## src/rtl/tt_uio_pkg.sv

```systemverilog
// Shared types and defaults for the TinyTapeout uio bank.
// Contents: mode_e, the 2-bit per-pin mode; default parameter constants;
// sel_width(), which returns the channel-select width (at least 1 bit).
// Optional build macro UIO_EDGE_CNT_EN enables the per-channel edge counters.
package tt_uio_pkg;

  typedef enum logic [1:0] {
    MODE_TIE = 2'b00,
    MODE_IN  = 2'b01,
    MODE_OUT = 2'b10,
    MODE_DIV = 2'b11
  } mode_e;

  localparam int unsigned NCH_DEF         = 8;
  localparam int unsigned DIV_W_DEF       = 8;
  localparam int unsigned SYNC_STAGES_DEF = 2;
  localparam int unsigned CNT_W           = 8;

  // Channel-select width; a single channel still gets a 1-bit select.
  function automatic int unsigned sel_width(input int unsigned n);
    return (n > 1) ? $clog2(n) : 1;
  endfunction

endpackage

```

## src/rtl/tt_uio_bank_if.sv

```systemverilog
// Configuration write port of the uio bank (single-cycle write strobe).
// Signals: wr_en   write strobe, one cycle
//          wr_sel  target channel
//          wr_mode new mode (tt_uio_pkg::mode_e)
//          wr_val  OUT: bit0 = level; DIV: half-period reload
// Modports: master drives the port, slave is the bank.
interface tt_uio_bank_if #(
  parameter int unsigned NCH   = tt_uio_pkg::NCH_DEF,
  parameter int unsigned DIV_W = tt_uio_pkg::DIV_W_DEF
) ();

  localparam int unsigned SEL_W = tt_uio_pkg::sel_width(NCH);

  logic                  wr_en;
  logic [SEL_W-1:0]      wr_sel;
  tt_uio_pkg::mode_e     wr_mode;
  logic [DIV_W-1:0]      wr_val;

  modport master (output wr_en, wr_sel, wr_mode, wr_val);
  modport slave  (input  wr_en, wr_sel, wr_mode, wr_val);

endinterface

```

## src/rtl/tt_uio_chan.sv

```systemverilog
// One uio pin channel: mode/value register, input synchroniser with
// rising-edge detect, half-period divider and (with UIO_EDGE_CNT_EN)
// an 8-bit rising-edge counter.
// Ports: clk, rst      clock, synchronous active-high reset
//        i_wr          write accepted for this channel
//        i_mode/i_val  write payload
//        i_pin         raw pad input
//        o_pin_out/o_pin_oe/o_in_sync/o_in_rise  registered pin outputs
//        o_cnt         edge counter (only with UIO_EDGE_CNT_EN)
module tt_uio_chan
  import tt_uio_pkg::*;
#(
  parameter int unsigned DIV_W       = DIV_W_DEF,
  parameter int unsigned SYNC_STAGES = SYNC_STAGES_DEF
) (
  input  logic             clk,
  input  logic             rst,
  input  logic             i_wr,
  input  mode_e            i_mode,
  input  logic [DIV_W-1:0] i_val,
  input  logic             i_pin,
  output logic             o_pin_out,
  output logic             o_pin_oe,
  output logic             o_in_sync,
  output logic             o_in_rise
`ifdef UIO_EDGE_CNT_EN
  ,
  output logic [CNT_W-1:0] o_cnt
`endif
);

  mode_e                  r_mode;
  logic [DIV_W-1:0]       r_val;
  logic [DIV_W-1:0]       r_div_cnt;
  logic                   r_phase;
  logic [SYNC_STAGES-1:0] r_sync;
  logic                   r_pin_out;
  logic                   r_pin_oe;
  logic                   r_in_sync;
  logic                   r_in_rise;

  mode_e                  w_mode_nxt;
  logic [DIV_W-1:0]       w_val_nxt;
  logic [DIV_W-1:0]       w_div_cnt_nxt;
  logic                   w_phase_nxt;
  logic                   w_pin_out_nxt;
  logic                   w_pin_oe_nxt;
  logic                   w_in_nxt;
  logic                   w_in_sync_nxt;
  logic                   w_in_rise_nxt;

  // Next-state: a write reloads mode/value and restarts the divider phase.
  always_comb begin
    w_mode_nxt    = r_mode;
    w_val_nxt     = r_val;
    w_div_cnt_nxt = r_div_cnt;
    w_phase_nxt   = r_phase;
    w_pin_out_nxt = 1'b0;
    w_pin_oe_nxt  = 1'b0;

    if (i_wr) begin
      w_mode_nxt    = i_mode;
      w_val_nxt     = i_val;
      w_div_cnt_nxt = '0;
      w_phase_nxt   = 1'b0;
    end else if (r_mode == MODE_DIV) begin
      if (r_div_cnt == r_val) begin
        w_div_cnt_nxt = '0;
        w_phase_nxt   = ~r_phase;
      end else begin
        w_div_cnt_nxt = r_div_cnt + DIV_W'(1);
      end
    end

    case (w_mode_nxt)
      MODE_OUT: begin
        w_pin_oe_nxt  = 1'b1;
        w_pin_out_nxt = w_val_nxt[0];
      end
      MODE_DIV: begin
        w_pin_oe_nxt  = 1'b1;
        w_pin_out_nxt = w_phase_nxt;
      end
      default: begin
        w_pin_oe_nxt  = 1'b0;
        w_pin_out_nxt = 1'b0;
      end
    endcase

    // r_in_sync mirrors the final synchroniser stage, gated to IN mode.
    // Rise needs IN both before and after the edge, so the first IN cycle
    // never pulses.
    w_in_nxt      = (w_mode_nxt == MODE_IN);
    w_in_sync_nxt = w_in_nxt & r_sync[SYNC_STAGES-2];
    w_in_rise_nxt = w_in_nxt & (r_mode == MODE_IN) &
                    r_sync[SYNC_STAGES-2] & ~r_sync[SYNC_STAGES-1];
  end

  // State and output registers; the synchroniser shifts in every mode.
  always_ff @(posedge clk) begin
    if (rst) begin
      r_mode    <= MODE_TIE;
      r_val     <= '0;
      r_div_cnt <= '0;
      r_phase   <= 1'b0;
      r_sync    <= '0;
      r_pin_out <= 1'b0;
      r_pin_oe  <= 1'b0;
      r_in_sync <= 1'b0;
      r_in_rise <= 1'b0;
    end else begin
      r_mode    <= w_mode_nxt;
      r_val     <= w_val_nxt;
      r_div_cnt <= w_div_cnt_nxt;
      r_phase   <= w_phase_nxt;
      r_sync    <= {r_sync[SYNC_STAGES-2:0], i_pin};
      r_pin_out <= w_pin_out_nxt;
      r_pin_oe  <= w_pin_oe_nxt;
      r_in_sync <= w_in_sync_nxt;
      r_in_rise <= w_in_rise_nxt;
    end
  end

  assign o_pin_out = r_pin_out;
  assign o_pin_oe  = r_pin_oe;
  assign o_in_sync = r_in_sync;
  assign o_in_rise = r_in_rise;

`ifdef UIO_EDGE_CNT_EN
  logic [CNT_W-1:0] r_edge_cnt;

  // Counts in_rise pulses, wrapping naturally; any write to the channel clears it.
  always_ff @(posedge clk) begin
    if (rst || i_wr) begin
      r_edge_cnt <= '0;
    end else if (w_in_rise_nxt) begin
      r_edge_cnt <= r_edge_cnt + CNT_W'(1);
    end
  end

  assign o_cnt = r_edge_cnt;
`endif

endmodule

```

## src/rtl/tt_uio_bank.sv

```systemverilog
// Parametrised bidirectional IO bank for the TinyTapeout uio pads.
// Each channel is TIE, IN (synchronised + rising edge), OUT or DIV.
// Ports: clk, rst      clock, synchronous active-high reset
//        cfg           configuration write port (tt_uio_bank_if.slave)
//        pin_in        from uio_in
//        pin_out       to uio_out
//        pin_oe        to uio_oe, 1 = drive
//        in_sync       synchronised pin_in (IN mode only)
//        in_rise       one-cycle rising-edge pulse (IN mode only)
//        rd_sel        edge-counter read select
//        rd_data       edge-counter read data, 1-cycle latency
// Build macro UIO_EDGE_CNT_EN adds per-channel edge counters; without it
// rd_data is tied to 0 and rd_sel is ignored.
module tt_uio_bank
  import tt_uio_pkg::*;
#(
  parameter int unsigned NCH         = NCH_DEF,
  parameter int unsigned DIV_W       = DIV_W_DEF,
  parameter int unsigned SYNC_STAGES = SYNC_STAGES_DEF
) (
  input  logic                      clk,
  input  logic                      rst,
  tt_uio_bank_if.slave              cfg,
  input  logic [NCH-1:0]            pin_in,
  output logic [NCH-1:0]            pin_out,
  output logic [NCH-1:0]            pin_oe,
  output logic [NCH-1:0]            in_sync,
  output logic [NCH-1:0]            in_rise,
  input  logic [sel_width(NCH)-1:0] rd_sel,
  output logic [CNT_W-1:0]          rd_data
);

  localparam int unsigned SEL_W = sel_width(NCH);

  logic [NCH-1:0] w_wr;

`ifdef UIO_EDGE_CNT_EN
  // Padded to the full select range so out-of-range selects read zero.
  logic [CNT_W-1:0] w_cnt_pad [2**SEL_W];
  logic [CNT_W-1:0] r_rd_data;
`endif

  for (genvar g = 0; g < NCH; g++) begin : g_ch
    // Select values >= NCH match no channel, so such writes are dropped.
    assign w_wr[g] = cfg.wr_en && (cfg.wr_sel == SEL_W'(g));

    tt_uio_chan #(
      .DIV_W       (DIV_W),
      .SYNC_STAGES (SYNC_STAGES)
    ) u_chan (
      .clk       (clk),
      .rst       (rst),
      .i_wr      (w_wr[g]),
      .i_mode    (cfg.wr_mode),
      .i_val     (cfg.wr_val),
      .i_pin     (pin_in[g]),
      .o_pin_out (pin_out[g]),
      .o_pin_oe  (pin_oe[g]),
      .o_in_sync (in_sync[g]),
      .o_in_rise (in_rise[g])
`ifdef UIO_EDGE_CNT_EN
      ,
      .o_cnt     (w_cnt_pad[g])
`endif
    );
  end

`ifdef UIO_EDGE_CNT_EN
  for (genvar g = NCH; g < (2**SEL_W); g++) begin : g_pad
    assign w_cnt_pad[g] = '0;
  end

  // Registered counter read.
  always_ff @(posedge clk) begin
    if (rst) begin
      r_rd_data <= '0;
    end else begin
      r_rd_data <= w_cnt_pad[rd_sel];
    end
  end

  assign rd_data = r_rd_data;
`else
  logic w_unused_rd_sel;

  assign w_unused_rd_sel = ^rd_sel;
  assign rd_data         = '0;
`endif

endmodule

```

## src/flat_wrapper.sv

```systemverilog
// flat-port wrapper written by rule: the top's interface ports become plain ports
module tt_uio_bank_flat import tt_uio_pkg::*;
#(
  parameter int unsigned NCH         = NCH_DEF,
  parameter int unsigned DIV_W       = DIV_W_DEF,
  parameter int unsigned SYNC_STAGES = SYNC_STAGES_DEF
)
  (clk, rst, pin_in, pin_out, pin_oe, in_sync, in_rise, rd_sel, rd_data, cfg_wr_en, cfg_wr_sel, cfg_wr_mode, cfg_wr_val);
  tt_uio_bank_if #(.NCH(NCH), .DIV_W(DIV_W)) cfg_i ();
  input  logic clk;
  input  logic rst;
  input  logic [NCH-1:0] pin_in;
  output logic [NCH-1:0] pin_out;
  output logic [NCH-1:0] pin_oe;
  output logic [NCH-1:0] in_sync;
  output logic [NCH-1:0] in_rise;
  input  logic [sel_width(NCH)-1:0] rd_sel;
  output logic [CNT_W-1:0] rd_data;
  input wire logic [$bits(cfg_i.wr_en)-1:0] cfg_wr_en;
  input wire logic [$bits(cfg_i.wr_sel)-1:0] cfg_wr_sel;
  input wire logic [$bits(cfg_i.wr_mode)-1:0] cfg_wr_mode;
  input wire logic [$bits(cfg_i.wr_val)-1:0] cfg_wr_val;
  assign cfg_i.wr_en = cfg_wr_en;
  assign cfg_i.wr_sel = cfg_wr_sel;
  assign cfg_i.wr_mode = cfg_wr_mode;
  assign cfg_i.wr_val = cfg_wr_val;
  tt_uio_bank #(.NCH(NCH), .DIV_W(DIV_W), .SYNC_STAGES(SYNC_STAGES)) u_core (.clk(clk), .rst(rst), .cfg(cfg_i), .pin_in(pin_in), .pin_out(pin_out), .pin_oe(pin_oe), .in_sync(in_sync), .in_rise(in_rise), .rd_sel(rd_sel), .rd_data(rd_data));
endmodule
```

## config.mk

```make
export PLATFORM = sky130hd
export DESIGN_NAME = tt_uio_bank_flat
export DESIGN_NICKNAME = d
export VERILOG_FILES = /design/src/rtl/tt_uio_pkg.sv /design/src/rtl/tt_uio_bank_if.sv /design/src/rtl/tt_uio_chan.sv /design/src/rtl/tt_uio_bank.sv /design/src/flat_wrapper.sv
export SDC_FILE = /design/constraint.sdc
export NUM_CORES = 1
export LEC_CHECK = 0
export ABC_AREA = 1
export CELL_PAD_IN_SITES_DETAIL_PLACEMENT = 0
export CELL_PAD_IN_SITES_GLOBAL_PLACEMENT = 1
export CORE_MARGIN = 2
export CORE_UTILIZATION = 43
export DETAILED_ROUTE_END_ITERATION = 10
export PLACE_DENSITY = 0.89
export SYNTH_ARGS = -nofsm -noshare
export SYNTH_HDL_FRONTEND = slang
export SYNTH_SLANG_ARGS = --single-unit
```

## constraint.sdc

```tcl
create_clock -name clk -period 1.9 [get_ports clk]
set_clock_uncertainty 0.1 [all_clocks]
set_input_delay 0.285 -clock clk [delete_from_list [all_inputs] [get_ports clk]]
set_output_delay 0.285 -clock clk [all_outputs]
set_load 0.03 [all_outputs]
```

==> metrics.yaml <==
placed_design:
  place_hpwl_um: 14000
  placed_area_sq_um: 9720
  io_buffers: 55
  place_inst: 1535
  place.gp.congestion: 0.819
  dp_slack_ps: -157
route:
  drc: 0
  firstDrtPassIters: 5
  ant_nets: 0
  wirelength_um: 19100
  vias: 7175
  wl_per_cell_um: 12.2
  initialDrtViolationCount: 372
  vias_per_cell: 4.58
global_routing:
  antenna_found_initial: 0
  track_usage: 0.183
  grt_pass1_vias: 6535
  grt.overflow.total: 0
  grt_max_degree: 25
  grt_pass1_wl_um: 31400
setup_path:
  r2r_cells: 7
  critical_path.max_stage_delay_ps: 690
  end_kind: "output pin"
  crit_cells: 1
  start_kind: "flip-flop"
  crit_path_top_delay_cell: "clkdlybuf4s50_1"
  r2r_setup_slack_ps: 150
  crit_buf_inv: 1
  cp.required_ps: 1510
  arrival_ps: 1500
  cpLargestDelayFamily: "buffers and inverters"
  path_cells: "clkdlybuf4s50_1"
  crit_path_max_fanout: 1
  crit_type: "reg2out"
layout:
  diodes: 0
  final_cells: 1567
  multi_input_area_sq_um: 3860
  final_core_util: 0.513
  drive_gt1_frac: 0.106
  nNetsFinal: 1319
  area_growth_pct: 17.9
  final_cell_area_sq_um: 10300
  regArea_sq_um: 3840
  fillers: 1966
timing:
  rsz0062_at_grt: "false"
  hold_violations: 0
  timing.final.ws_setup_ps: 16.1
  fin_setup_tns_ps: 0
  min_period_ps: 1880
  setup_viol: 0
  fmax_mhz: 531
  tightest_slew_ps: 582
  hold_ws_ps: 50.7
  report.final.slew_viol_count: 0
  min_period_over_period: 0.992
  maxSlewHeadroom: 0.611
floorplan:
  die_h_um: 147
  start_util: 0.435
  coreArea_sq_um: 20100
  ios: 67
  num_rows: 52
  dieArea_sq_um: 21500
  die_w_um: 147
clocking:
  max-clock-path-buffers: 2
  htree_levels: 4
  hold_buffers: 0
  cts_made_buffers: 17
  tritoncts: "yes"
  clock-sinks: 192
  clk_pin_slew_worst_paths_ps: 70
  clockRootBuffer: "clkbuf_16"
  clkLatencyLatePin_ps: 440
yosys:
  synth_top_area_cell: "dfxtp_1"
  synth-seq-cells: 192
  synth_area_per_cell_sq_um: 7.24
  syn-cell-area_sq_um: 8750
  yosys-top-cells-area: "dfxtp_1 44%, nand2_1 10%, nor2_1 7.9%"
  synth_cells: 1208
  ys_seq_area_frac: 0.439
  synth_top_area_frac: 0.439
  yosysUniqueCellTypes: 33
  ys_warn_count: 0
worst_hold_path:
  whs_path_depth: 2
  hp-class: "in2reg"
pwr:
  power_mw: 8.29
  peakVddDrop_mv: 0.659
  p_leak_nw: 4.47
  p_per_area_nw_per_um2: 804
run:
  cap_violations: 0
run_status:
  outcome: "finished, final reports clean"
-- what timing repair did --
action / CTS / global route
resized for setup: 3 / 7
buffers inserted: 0 / 0
setup endpoints to repair: 3 / 7
-- cells in the final DEF, fill, tap and decap left out, types with 9 or more instances in the layout --
master,netlist,layout
nand3_1,42,42
o21ai_2,13,12
clkdlybuf4s50_1,0,45
nor3b_1,13,13
nand2_1,235,235
inv_2,9,9
clkbuf_16,0,17
nor3_1,27,27
nor2_1,183,183
a21oi_1,75,75
o21ai_0,72,72
inv_1,173,173
xor2_1,39,39
buf_4,40,53
dfxtp_1,192,192
-- worst paths after layout --
kind                                    from                                 end
max          u_core.g_ch[7].u_chan.o_pin_out                          pin_out[7]
min                                      rst     u_core.g_ch[7].u_chan.r_mode[1]
max reg2reg  u_core.g_ch[7].u_chan.r_mode[1]  u_core.g_ch[7].u_chan.r_div_cnt[7]
min reg2reg  u_core.g_ch[6].u_chan.r_sync[1]     u_core.g_ch[6].u_chan.o_in_rise
-- registers in the layout, indices dropped and copies added (netlist names) --
| register | cells |
|---|---|
| u_core.g_ch.u_chan.r_div_cnt | 64 |
| u_core.g_ch.u_chan.r_val | 64 |
| u_core.g_ch.u_chan.r_sync | 16 |
| u_core.g_ch.u_chan.r_mode | 15 |
| u_core.g_ch.u_chan.o_in_rise | 8 |
| u_core.g_ch.u_chan.o_in_sync | 8 |
| u_core.g_ch.u_chan.o_pin_out | 8 |
| u_core.g_ch.u_chan.r_phase | 8 |
| u_core.g_ch.u_chan.o_pin_oe | 1 |
-- logic make-up after synthesis --
logic type | share of synthesized area
buffers and inverters | 0.123
DFF | 0.439
and+or+nand+nor | 0.270
adders and majority gates | 0.0114
other | 0.000429
AOI/OAI and AO/OA | 0.109
xor gates and xnor gates | 0.0471
-- synth_stat cells (all sizes together) --
master	instances
or2	1
clkinv	1
nor3	30
buf	49
nor4	1
ha	8
inv	182
nor2	189
nand3	42
dfxtp	192
a21oi	75
nand2	244
o21bai	8
xnor2	8
clkbuf	12
o21ai	93
and3	7
nor3b	21
xor2	39
conb	1
nand4	5
-- metal layers --
| layer | share of wire | track usage |
|---|---|---|
| met1 | 0.50 | 0.246 |
| met5 | 0 | 0 |
| met2 | 0.46 | 0.300 |
| met3 | 0.026 | 0.0319 |
| met4 | 0.013 | 0.0568 |
-- power by group --
group,internal (mW),switching [mW]
clock network,1.85,1.67
logic,0.238,0.394
registers,4.10,0.0392
-- layout make-up --
| type | count | area share |
|---|---|---|
| tap | 270 | 0.0327 |
| multi-input combinational | 779 | 0.374 |
| clock inverter | 14 | 0.0142 |
| clock buffer | 18 | 0.0416 |
| timing repair buffer | 111 | 0.0984 |
| sequential | 192 | 0.373 |
| inverter | 183 | 0.0666 |
Note: power is estimated with default switching activity, not from simulation.
